File: src/rtl/fb_load_sequencer.sv
// Framebuffer reload sequencer: debounces the mode switches, blanks the display,
// clears the framebuffer, then lets the ROM->RAM copier run until done or timeout.
module fb_load_sequencer #(
    parameter int DEBOUNCE_CYCLES = 1000000,
    parameter int FB_DEPTH        = 307200,
    parameter int TIMEOUT_CYCLES  = 4194304,
    parameter int ADDR_W          = 19,
    parameter int DATA_W          = 8,
    parameter logic [DATA_W-1:0] CLEAR_COLOR = 8'h00
) (
    input  logic              clk,
    input  logic              reset,
    input  logic [3:0]        sw,
    output logic              cp_start,
    input  logic              cp_done,
    input  logic [ADDR_W-1:0] cp_wraddr,
    input  logic [DATA_W-1:0] cp_data,
    input  logic              cp_wren,
    output logic [ADDR_W-1:0] ram_wraddr,
    output logic [DATA_W-1:0] ram_data,
    output logic              ram_wren,
    output logic [3:0]        mode,
    output logic              display_enable,
    output logic              busy,
    output logic              fault,
    output logic [2:0]        fsm_state
);

    localparam logic [2:0] SETTLE = 3'd0;
    localparam logic [2:0] CLEAR  = 3'd1;
    localparam logic [2:0] START  = 3'd2;
    localparam logic [2:0] COPY   = 3'd3;
    localparam logic [2:0] SHOW   = 3'd4;
    localparam logic [2:0] FAULT  = 3'd5;

    localparam int DB_W = (DEBOUNCE_CYCLES > 1) ? $clog2(DEBOUNCE_CYCLES) : 1;
    localparam int TO_W = (TIMEOUT_CYCLES > 1) ? $clog2(TIMEOUT_CYCLES) : 1;

    logic [2:0]        state;
    logic              first_load;
    logic [3:0]        candidate;
    logic [DB_W-1:0]   db_cnt;
    logic [TO_W-1:0]   to_cnt;
    logic [ADDR_W-1:0] clr_addr;
    logic              clr_wren;
    logic              stable;
    logic              reload_req;
    logic              done_ok;

    assign fsm_state  = state;
    assign stable     = (db_cnt == DB_W'(DEBOUNCE_CYCLES - 1));
    assign reload_req = stable && (first_load || (candidate != mode));
    // The copier may still show done from its previous run for two cycles after a start.
    assign done_ok    = cp_done && (to_cnt >= TO_W'(2));
    assign cp_start   = (state == START);

    always_ff @(posedge clk) begin
        if (reset) begin
            candidate <= sw;
            db_cnt    <= '0;
        end else if (sw != candidate) begin
            candidate <= sw;
            db_cnt    <= '0;
        end else if (!stable) begin
            db_cnt <= db_cnt + DB_W'(1);
        end
    end

    always_ff @(posedge clk) begin
        if (reset) begin
            state          <= SETTLE;
            mode           <= 4'd0;
            display_enable <= 1'b0;
            busy           <= 1'b0;
            fault          <= 1'b0;
            first_load     <= 1'b1;
            clr_addr       <= '0;
            clr_wren       <= 1'b0;
            to_cnt         <= '0;
        end else begin
            case (state)
                SETTLE, SHOW, FAULT: begin
                    if (reload_req) begin
                        state          <= CLEAR;
                        display_enable <= 1'b0;
                        busy           <= 1'b1;
                        fault          <= 1'b0;
                        clr_addr       <= '0;
                        clr_wren       <= 1'b1;
                    end
                end
                CLEAR: begin
                    if (clr_addr == ADDR_W'(FB_DEPTH - 1)) begin
                        state    <= START;
                        clr_wren <= 1'b0;
                        clr_addr <= '0;
                    end else begin
                        clr_addr <= clr_addr + ADDR_W'(1);
                    end
                end
                START: begin
                    mode       <= candidate;
                    first_load <= 1'b0;
                    to_cnt     <= '0;
                    state      <= COPY;
                end
                COPY: begin
                    // Done takes priority over a timeout landing in the same cycle.
                    if (done_ok) begin
                        state          <= SHOW;
                        display_enable <= 1'b1;
                        busy           <= 1'b0;
                    end else if (to_cnt == TO_W'(TIMEOUT_CYCLES - 1)) begin
                        state <= FAULT;
                        fault <= 1'b1;
                        busy  <= 1'b0;
                    end else begin
                        to_cnt <= to_cnt + TO_W'(1);
                    end
                end
                default: state <= SETTLE;
            endcase
        end
    end

    always_comb begin
        ram_wraddr = clr_addr;
        ram_data   = clr_wren ? CLEAR_COLOR : '0;
        ram_wren   = clr_wren;
        if (state == COPY) begin
            ram_wraddr = cp_wraddr;
            ram_data   = cp_data;
            ram_wren   = cp_wren;
        end
    end

endmodule

File: config.mk
export PLATFORM = sky130hd
export DESIGN_NAME = fb_load_sequencer
export DESIGN_NICKNAME = d
export VERILOG_FILES = /design/src/rtl/fb_load_sequencer.sv
export SDC_FILE = /design/constraint.sdc
export NUM_CORES = 1
export LEC_CHECK = 0
export BUFFER_PORTS_ARGS = -buffer_cell sky130_fd_sc_hd__buf_2
export CAP_MARGIN = 20
export CORE_ASPECT_RATIO = 0.75
export CORE_MARGIN = 3
export CORE_UTILIZATION = 46
export CTS_BUF_LIST = sky130_fd_sc_hd__clkbuf_8
export DETAILED_ROUTE_END_ITERATION = 8
export GPL_ROUTABILITY_DRIVEN = 0
export PLACE_DENSITY_LB_ADDON = 0.2
export SLEW_MARGIN = 20
export SYNTH_ARGS = -nofsm -noshare
export SYNTH_HDL_FRONTEND = slang
export SYNTH_SLANG_ARGS = --single-unit
File: constraint.sdc
create_clock -name clk -period 4.6 [get_ports clk]
set_input_delay 0.69 -clock clk [delete_from_list [all_inputs] [get_ports clk]]
set_output_delay 0.69 -clock clk [all_outputs]
set_load 0.05 [all_outputs]
## After elaboration in Yosys (flattened, before gate mapping)

Index checks and enable logic that the tools add are counted.

- Bits in registers: 77
- Input port bits: 35
- Output and inout port bits: 39

- Add/subtract/negate cells: 3
- Order comparisons: 1
- Equal/unequal tests: 17
- Multiplexer cells: 28
- Reduce and logical (&&, ||, !) cells: 17

Operators by type and width:

| cell | count |
|---|---|
| $mux W19 | 3 |
| $mux W22 | 2 |
| $pmux W22 S2 | 1 |
| $pmux W19 S2 | 1 |
| $add A22 B1 Y22 const B | 1 |
| $eq A22 B22 Y1 const B | 1 |
| $ge A22 B2 Y1 const B | 1 |
| $add A20 B1 Y20 const B | 1 |
| $eq A20 B20 Y1 const B | 1 |
| $add A19 B1 Y19 const B | 1 |
| $eq A19 B19 Y1 const B | 1 |
| $reduce_and A3 Y1 | 5 |
| $mux W3 | 4 |
| $ne A2 B2 Y1 const B | 6 |
| $pmux W3 S4 | 1 |
| $mux W1 | 9 |
| $mux W4 | 2 |
| $mux W8 | 1 |
| $ne A4 B4 Y1 | 2 |
| $pmux W1 S2 | 4 |
| $reduce_bool A2 Y1 | 4 |
| $eq A3 B2 Y1 const B | 2 |
| $eq A3 B3 Y1 const B | 2 |
| $reduce_and A4 Y1 | 1 |
| other kinds (8) | 9 |

## Logic depth before layout (Yosys ltp)

Gate-level depths: netlist of the first run.

- Depth after elaboration: 5
- Depth in mapped cells: 9
- Depth with buffers taken out: 7

## Least setup slack after synthesis of the first run

No wires, ideal clock.

- Path type: register -> output
- Start: register state[2] (netlist: fsm_state[2])
- End: output port ram_wraddr[11]
- Arrival: 2.473 ns
- Data required time: 3.910 ns
- Setup slack: 1.437 ns
- Cell stages (with the launch flop): 6
- Cell sequence: dfxtp_1 > nor2b_1 > and2_1 > clkbuf_1 > clkbuf_1 > o21ai_0

- Longest elaborated chain between the ends: 2

Ends and longest elaborated chain:

| item | line | text |
|---|---|---|
| start, declared | 39 | `logic [2:0] state;` |
| start signal, assigned | 71 | `state <= SETTLE;` |
| start signal, assigned | 84 | `state <= CLEAR;` |
| start signal, assigned | 94 | `state <= START;` |
| $eq A3 B2 Y1 | 130 | `if (state == COPY) begin` |
| $mux W19 | 130 |  |
| end, declared | 19 | `output logic [ADDR_W-1:0] ram_wraddr,` |

Every way passes these cells.

## Final worst setup path of the first run

- Start: register state[0] (netlist: fsm_state[0])
- End: output port ram_wraddr[11]

Same word-level chain as after synthesis.

==> flow_summary.ini, run 1 <==
[flow_run]
cap_violations = 0

[final_layout]
areaGrowthSynthToFinish_pct = 13.0
final_util_pct = 55.7
nets = 639
drive_gt1_share_pct = 17.4
nFillCells = 879
seqCellArea_um2 = 1580
n_antenna_cell = 0
multi_input_area_um2 = 2560

[die]
dieHeight_um = 90.0
floorplan.die_area_um2 = 10600
start_util_pct = 49.3
fp.dieW_um = 118
io_pins = 74
rows = 29
core_um2 = 8780

[route]
post_drt_via_cell_ratio = 5.71
drc = 0
dr.pass1.iters = 5
wirelength_mm = 10.6
drt_iter0_drc = 352
wl_per_cell_um = 14.5
vias = 4163
ant_nets = 0

[sta]
hold_viol_final = 0
fmax_mhz = 302
rsz0062_at_grt = false
setup_viol = 0
slew_headroom_pct = 34.2
fin_setup_tns_ps = 0
final-max-slew-violation-count = 0
layout_worst_path_cycle_share_pct = 71.9
worst_slack_ps = 1290
min_period_ps = 3310
clock_skew_ps = 11.7
hold_ws_ps = 439
tightest_slew_ps = 984

[synthesis]
yosys_register_bits = 77
yosysWarnings = 0
syn_nets = 582
syn_avg_cell_area_um2 = 7.97
ys_seq_area_share_pct = 36.6
synth_flop_cell = dfxtp_1
synth_cells = 543
synth_edf_count = 4
async_flop_share_pct = 0
netlist_area_um2 = 4330
synth_cell_types = 63

[worst_setup_path]
cp-start-kind = flip-flop
path_max_fanout = 28
end_kind = output port
criticalPathCategory = flip-flop to output port
required_ps = 3910
arrival_ps = 2620

[clock_network]
cts_tree = done
clk_path_buf_depth = 2
cts_buffers = 9
htreeDepth = 3
root_buffer = clkbuf_8
cts_sinks = 77
ctsResizeCount = 0
cts_hold_buf = 0
post_cts_buffers = 0
clk_pin_slew_ps = 80
clk_latency_ps = 350

[pwr]
p_leak_nw = 1.83
ir_drop_uv = 186
p_per_area_nw_per_um2 = 238

[global_route]
antenna_found_initial = 0
grt_max_degree = 32
grt_pass1_vias = 3668
grt_usage_pct = 20.0
grt_overflow = 0
grt_pass1_wl_mm = 17.8

[worst_hold_path]
hp-class = flip-flop to flip-flop

[placement]
portBuffers = 73
dpl.hpwl_mm = 7.61
place_ws_ps = 1530

[status]
status = finished clean
stage by stage:
| step | area (um^2) | cells | total power, mW |
|---|---|---|---|
| after floorplan | 4330 | 543 | 0.724 |
| after global placement | 4730 | 713 | 0.746 |
| after detailed placement | 4730 | 713 | 0.746 |
| after CTS | 4890 | 729 | 1.18 |
| after global routing | 4890 | 729 | 1.21 |
| final | 4890 | 729 | 1.16 |
Yosys cell counts (all sizes together) (2+ instances only):
| master | n | share of area (%) |
|---|---|---|
| o32ai | 2 | 0.41 |
| o22ai | 4 | 0.58 |
| nand2b | 4 | 0.58 |
| xnor2 | 20 | 4.0 |
| or4b | 2 | 0.55 |
| nand3 | 34 | 3.9 |
| inv | 13 | 1.1 |
| buf | 10 | 1.3 |
| and3 | 20 | 2.9 |
| mux2i | 8 | 1.9 |
| a31oi | 17 | 2.5 |
| a22oi | 2 | 0.35 |
| nor4 | 14 | 2.9 |
| or3 | 9 | 1.3 |
| or2 | 3 | 0.43 |
| mux2 | 2 | 0.52 |
| xor2 | 9 | 1.8 |
| nor2 | 37 | 3.2 |
| nor4b | 3 | 1.1 |
| a211oi | 4 | 0.69 |
| o31ai | 10 | 1.7 |
| dfxtp | 73 | 34 |
| o211ai | 5 | 0.98 |
| edfxtp | 4 | 2.8 |
| clkinv | 2 | 0.17 |
| clkbuf | 18 | 1.6 |
| and2 | 5 | 0.72 |
| ha | 4 | 1.2 |
| o21a | 2 | 0.35 |
| a41oi | 3 | 0.61 |
| and4 | 7 | 1.4 |
| a21oi | 30 | 3.5 |
| or4 | 10 | 1.8 |
| o21ai | 16 | 1.9 |
| nor3 | 14 | 1.7 |
| nand4 | 12 | 1.7 |
| nand3b | 3 | 0.52 |
| nand2 | 94 | 8.2 |
path summary, 6_finish.rpt:
| path | from | to | slack [ps] | cells after the start |
|---|---|---|---|---|
| hold / removal | first_load | first_load | 440 | 2 |
| setup reg to reg | fsm_state[1] | to_cnt[15] | 1480 | 6 |
| hold reg to reg | first_load | first_load | 440 | 2 |
| setup / recovery | fsm_state[0] | ram_wraddr[11] | 1290 | 5 |
layout by cell type, fill, tap and decap left out, types with 2 or more instances in the layout:
cell        netlist  final
nand3b_1          3      3
o32ai_1           2      2
a21oi_1          30     30
nor4_4            2      2
o211ai_1          4      4
a41oi_1           3      3
nand3_1          34     34
clkbuf_8          0      9
and4_1            7      7
nor2_1           37     37
nor4_1           11     11
or3_1             9      9
clkinv_2          0      2
or4_1             9      9
dfxtp_1          73     73
a22oi_1           2      2
xor2_1            9      9
o22ai_1           4      4
nand2b_1          4      4
a211oi_1          4      4
o21ai_0          15     15
o31ai_1          10     10
clkinvlp_4        0      2
clkinv_1          2      2
xnor2_1          20     20
mux2_2            2      2
edfxtp_1          4      4
o21a_1            2      2
nor3_1           13     13
nand2_1          94     94
buf_2             6     73
and2_1            5      5
and3_1           20     20
nand4_1          12     12
ha_1              4      4
inv_1            13     16
mux2i_1           8      8
or2_2             3      3
a31oi_1          17     17
final cells by class:
type	instances	area share (%)
inverters	15	1.15
repair buffers	74	7.63
clock inverters	7	0.742
clock buffers	9	2.53
flip-flops and latches	77	32.3
multi-input cells	423	52.4
well taps	124	3.17
per-layer routing:
layer	part of all wire (%)	global-route usage, %
met5	0	0
met4	0.91	5.27
met3	7.1	5.52
met2	42	29.3
met1	50	28.9
flip-flops by register name, summed over array words and instances (netlist names):
| signal | count |
|---|---|
| candidate | 4 |
| first_load | 1 |
| display_enable | 1 |
| to_cnt | 22 |
| clr_wren | 1 |
| db_cnt | 20 |
| busy | 1 |
| clr_addr | 19 |
| fsm_state | 3 |
| fault | 1 |
| mode | 4 |
cells by family after synthesis:
logic type / count (synthesis) / share of synthesized area [%]
compound gates: 106 / 16.4
xor+xnor: 29 / 5.87
fa+ha+maj: 4 / 1.16
buf+inv: 43 / 4.17
flops: 77 / 36.6
mux: 10 / 2.37
simple gates: 274 / 33.5
report_power, final:
| part | switching, mW | internal [mW] | total [mW] |
|---|---|---|---|
| sequential | 0.00405 | 0.676 | 0.680 |
| combinational | 0.0301 | 0.0202 | 0.0503 |
| clock | 0.244 | 0.188 | 0.432 |
worst max-delay path: stages (launching register included):
cell and delay (ps):
dfxtp_1 450, nor2b_1 540, and2_1 780, nand2_1 110, o21ai_0 100, buf_2 300
Note: power is estimated with default switching activity, not from simulation.
==> inputs of run 2 (changes only) <==
==> constraint.sdc (replaced) <==
create_clock -name clk -period 2.9 [get_ports clk]
set_input_delay 0.435 -clock clk [delete_from_list [all_inputs] [get_ports clk]]
set_output_delay 0.435 -clock clk [all_outputs]
set_load 0.05 [all_outputs]
==> flow_summary.ini, run 2 (same netlist as run 1, synthesis figures left out) <==
[worst_setup_path]
r2r_start = to_cnt[1]
r2r_cells = 6
r2r_end = fsm_state[0]
cp-start-kind = flip-flop
criticalPathCategory = flip-flop to output port
required_ps = 2470
end_kind = output port
arrival_ps = 2080
r2r_setup_slack_ps = 400
path_max_fanout = 19

[sta]
hold_viol_final = 0
setup_viol = 0
tightest_slew_ps = 915
final-max-slew-violation-count = 0
fmax_mhz = 398
clock_skew_ps = 13.1
layout_worst_path_cycle_share_pct = 86.7
slew_headroom_pct = 39.0
min_period_ps = 2510
rsz0062_at_grt = false

[final_layout]
nets = 650
fin_area_um2 = 5020
drive_gt1_share_pct = 19.0
mostFrequentLayoutCell = nand2_1
areaGrowthSynthToFinish_pct = 16.0
max_flop_register = to_cnt
final_cell_mix = nand2_1, dfxtp_1, buf_2, nor2_1, nand3_1
biggestRegsByFlops = to_cnt x22, db_cnt x20, clr_addr x19
layoutNonFillerInstCount = 740
largest_reg_flops = 22
n_antenna_cell = 0

[route]
dr.pass1.iters = 5
drc = 0
ant_nets = 0
wl_met2_mm = 4.72
drt_iter0_drc = 295
wl_per_cell_um = 15.0
wl_met3_mm = 1.01
highest_layer = met4
vias = 4252
wl_met1_mm = 5.24
wirelength_mm = 11.1
post_drt_via_cell_ratio = 5.75

[clock_network]
clk_path_buf_depth = 2
root_buffer = clkbuf_8
htreeDepth = 3
clk_latency_ps = 350
cts_hold_buf = 0
post_cts_buffers = 0
cts_tree = done
cts_buffers = 9
cts_sinks = 77
ctsResizeCount = 0
clk_pin_slew_ps = 80

[global_route]
grt_pass1_wl_mm = 18.8
grt_usage_pct = 21.0
grt_overflow = 0
grt_pass1_vias = 3854
antenna_found_initial = 0
grt_max_degree = 30

[placement]
dpl.cell_count = 724
dpl.hpwl_mm = 8.08
dpl_cell_area_um2 = 4810
portBuffers = 73

[pwr]
p_leak_nw = 1.90
ir_drop_uv = 266
p_per_area_nw_per_um2 = 399

[worst_hold_path]
holdPathEnd = candidate[3]
holdPathStages = 1
hp-class = input pin to flip-flop
min-delay-start = sw[3]

[die]
core_um2 = 8780
io_pins = 74
dieHeight_um = 90.0
floorplan.die_area_um2 = 10600
fp.dieW_um = 118
rows = 29
start_util_pct = 49.3

[flow_run]
cap_violations = 0

[status]
status = finished clean
[run 2: changes by cell type in the layout (fill, tap and decap cells not counted), sizes merged]
cell | before | now
clkbuf | 9 | 11
buf | 74 | 85
clkinv | 4 | 2
inv | 16 | 15
bufinv | 0 | 1
[run 2: metrics by stage]
stage / setup WS, ps / power [mW] / util (%) / hold WS (ps) / TNS [ps]
finish: 386 / 2.00 / 57.1 / 282 / 0
detailed placement: 460 / 1.19 / 54.8 / 443 / 0
floorplan: -7.62 / 1.15 / - / 415 / -53.3
global placement: 566 / 1.18 / 54.8 / 426 / 0
global route: 98.4 / 2.07 / 57.1 / 267 / 0
CTS: 377 / 2.01 / 57.1 / 273 / 0
[run 2: cell type report]
cell class / instances / area (um^2)
flip-flops and latches: 77 / 1580
inverters: 15 / 56.3
multi-input cells: 423 / 2560
repair buffers: 85 / 455
fillers: 836 / 3760
well taps: 124 / 155
clock inverters: 5 / 52.6
clock buffers: 11 / 151
[run 2: where the power goes]
group | switching (mW) | total, mW | internal [mW] | leakage, nW
clock network | 0.402 | 0.841 | 0.439 | 0.104
logic | 0.0480 | 0.0824 | 0.0344 | 1.17
registers | 0.00707 | 1.08 | 1.07 | 0.630
[run 2: worst max-delay path by stage]
stage                       from        endpoint
global placement       to_cnt[1]      to_cnt[13]
floorplan           fsm_state[2]  ram_wraddr[11]
finish              fsm_state[1]        cp_start
global route           to_cnt[1]    fsm_state[0]
detailed placement     to_cnt[1]      to_cnt[13]
CTS                 fsm_state[1]        cp_start
[run 2: routing by layer]
layer  up-vias  GRT usage [%]
met5         -              0
met4         0           5.85
met3        12           6.21
met2       164           31.3
met1      1952           29.5
li1       2124              -
[run 2: critical path: stages (launching register included)]
cell and delay (ps):
dfxtp_1 350, buf_4 230, or3b_2 610, clkinv_1 220
buf_2 300
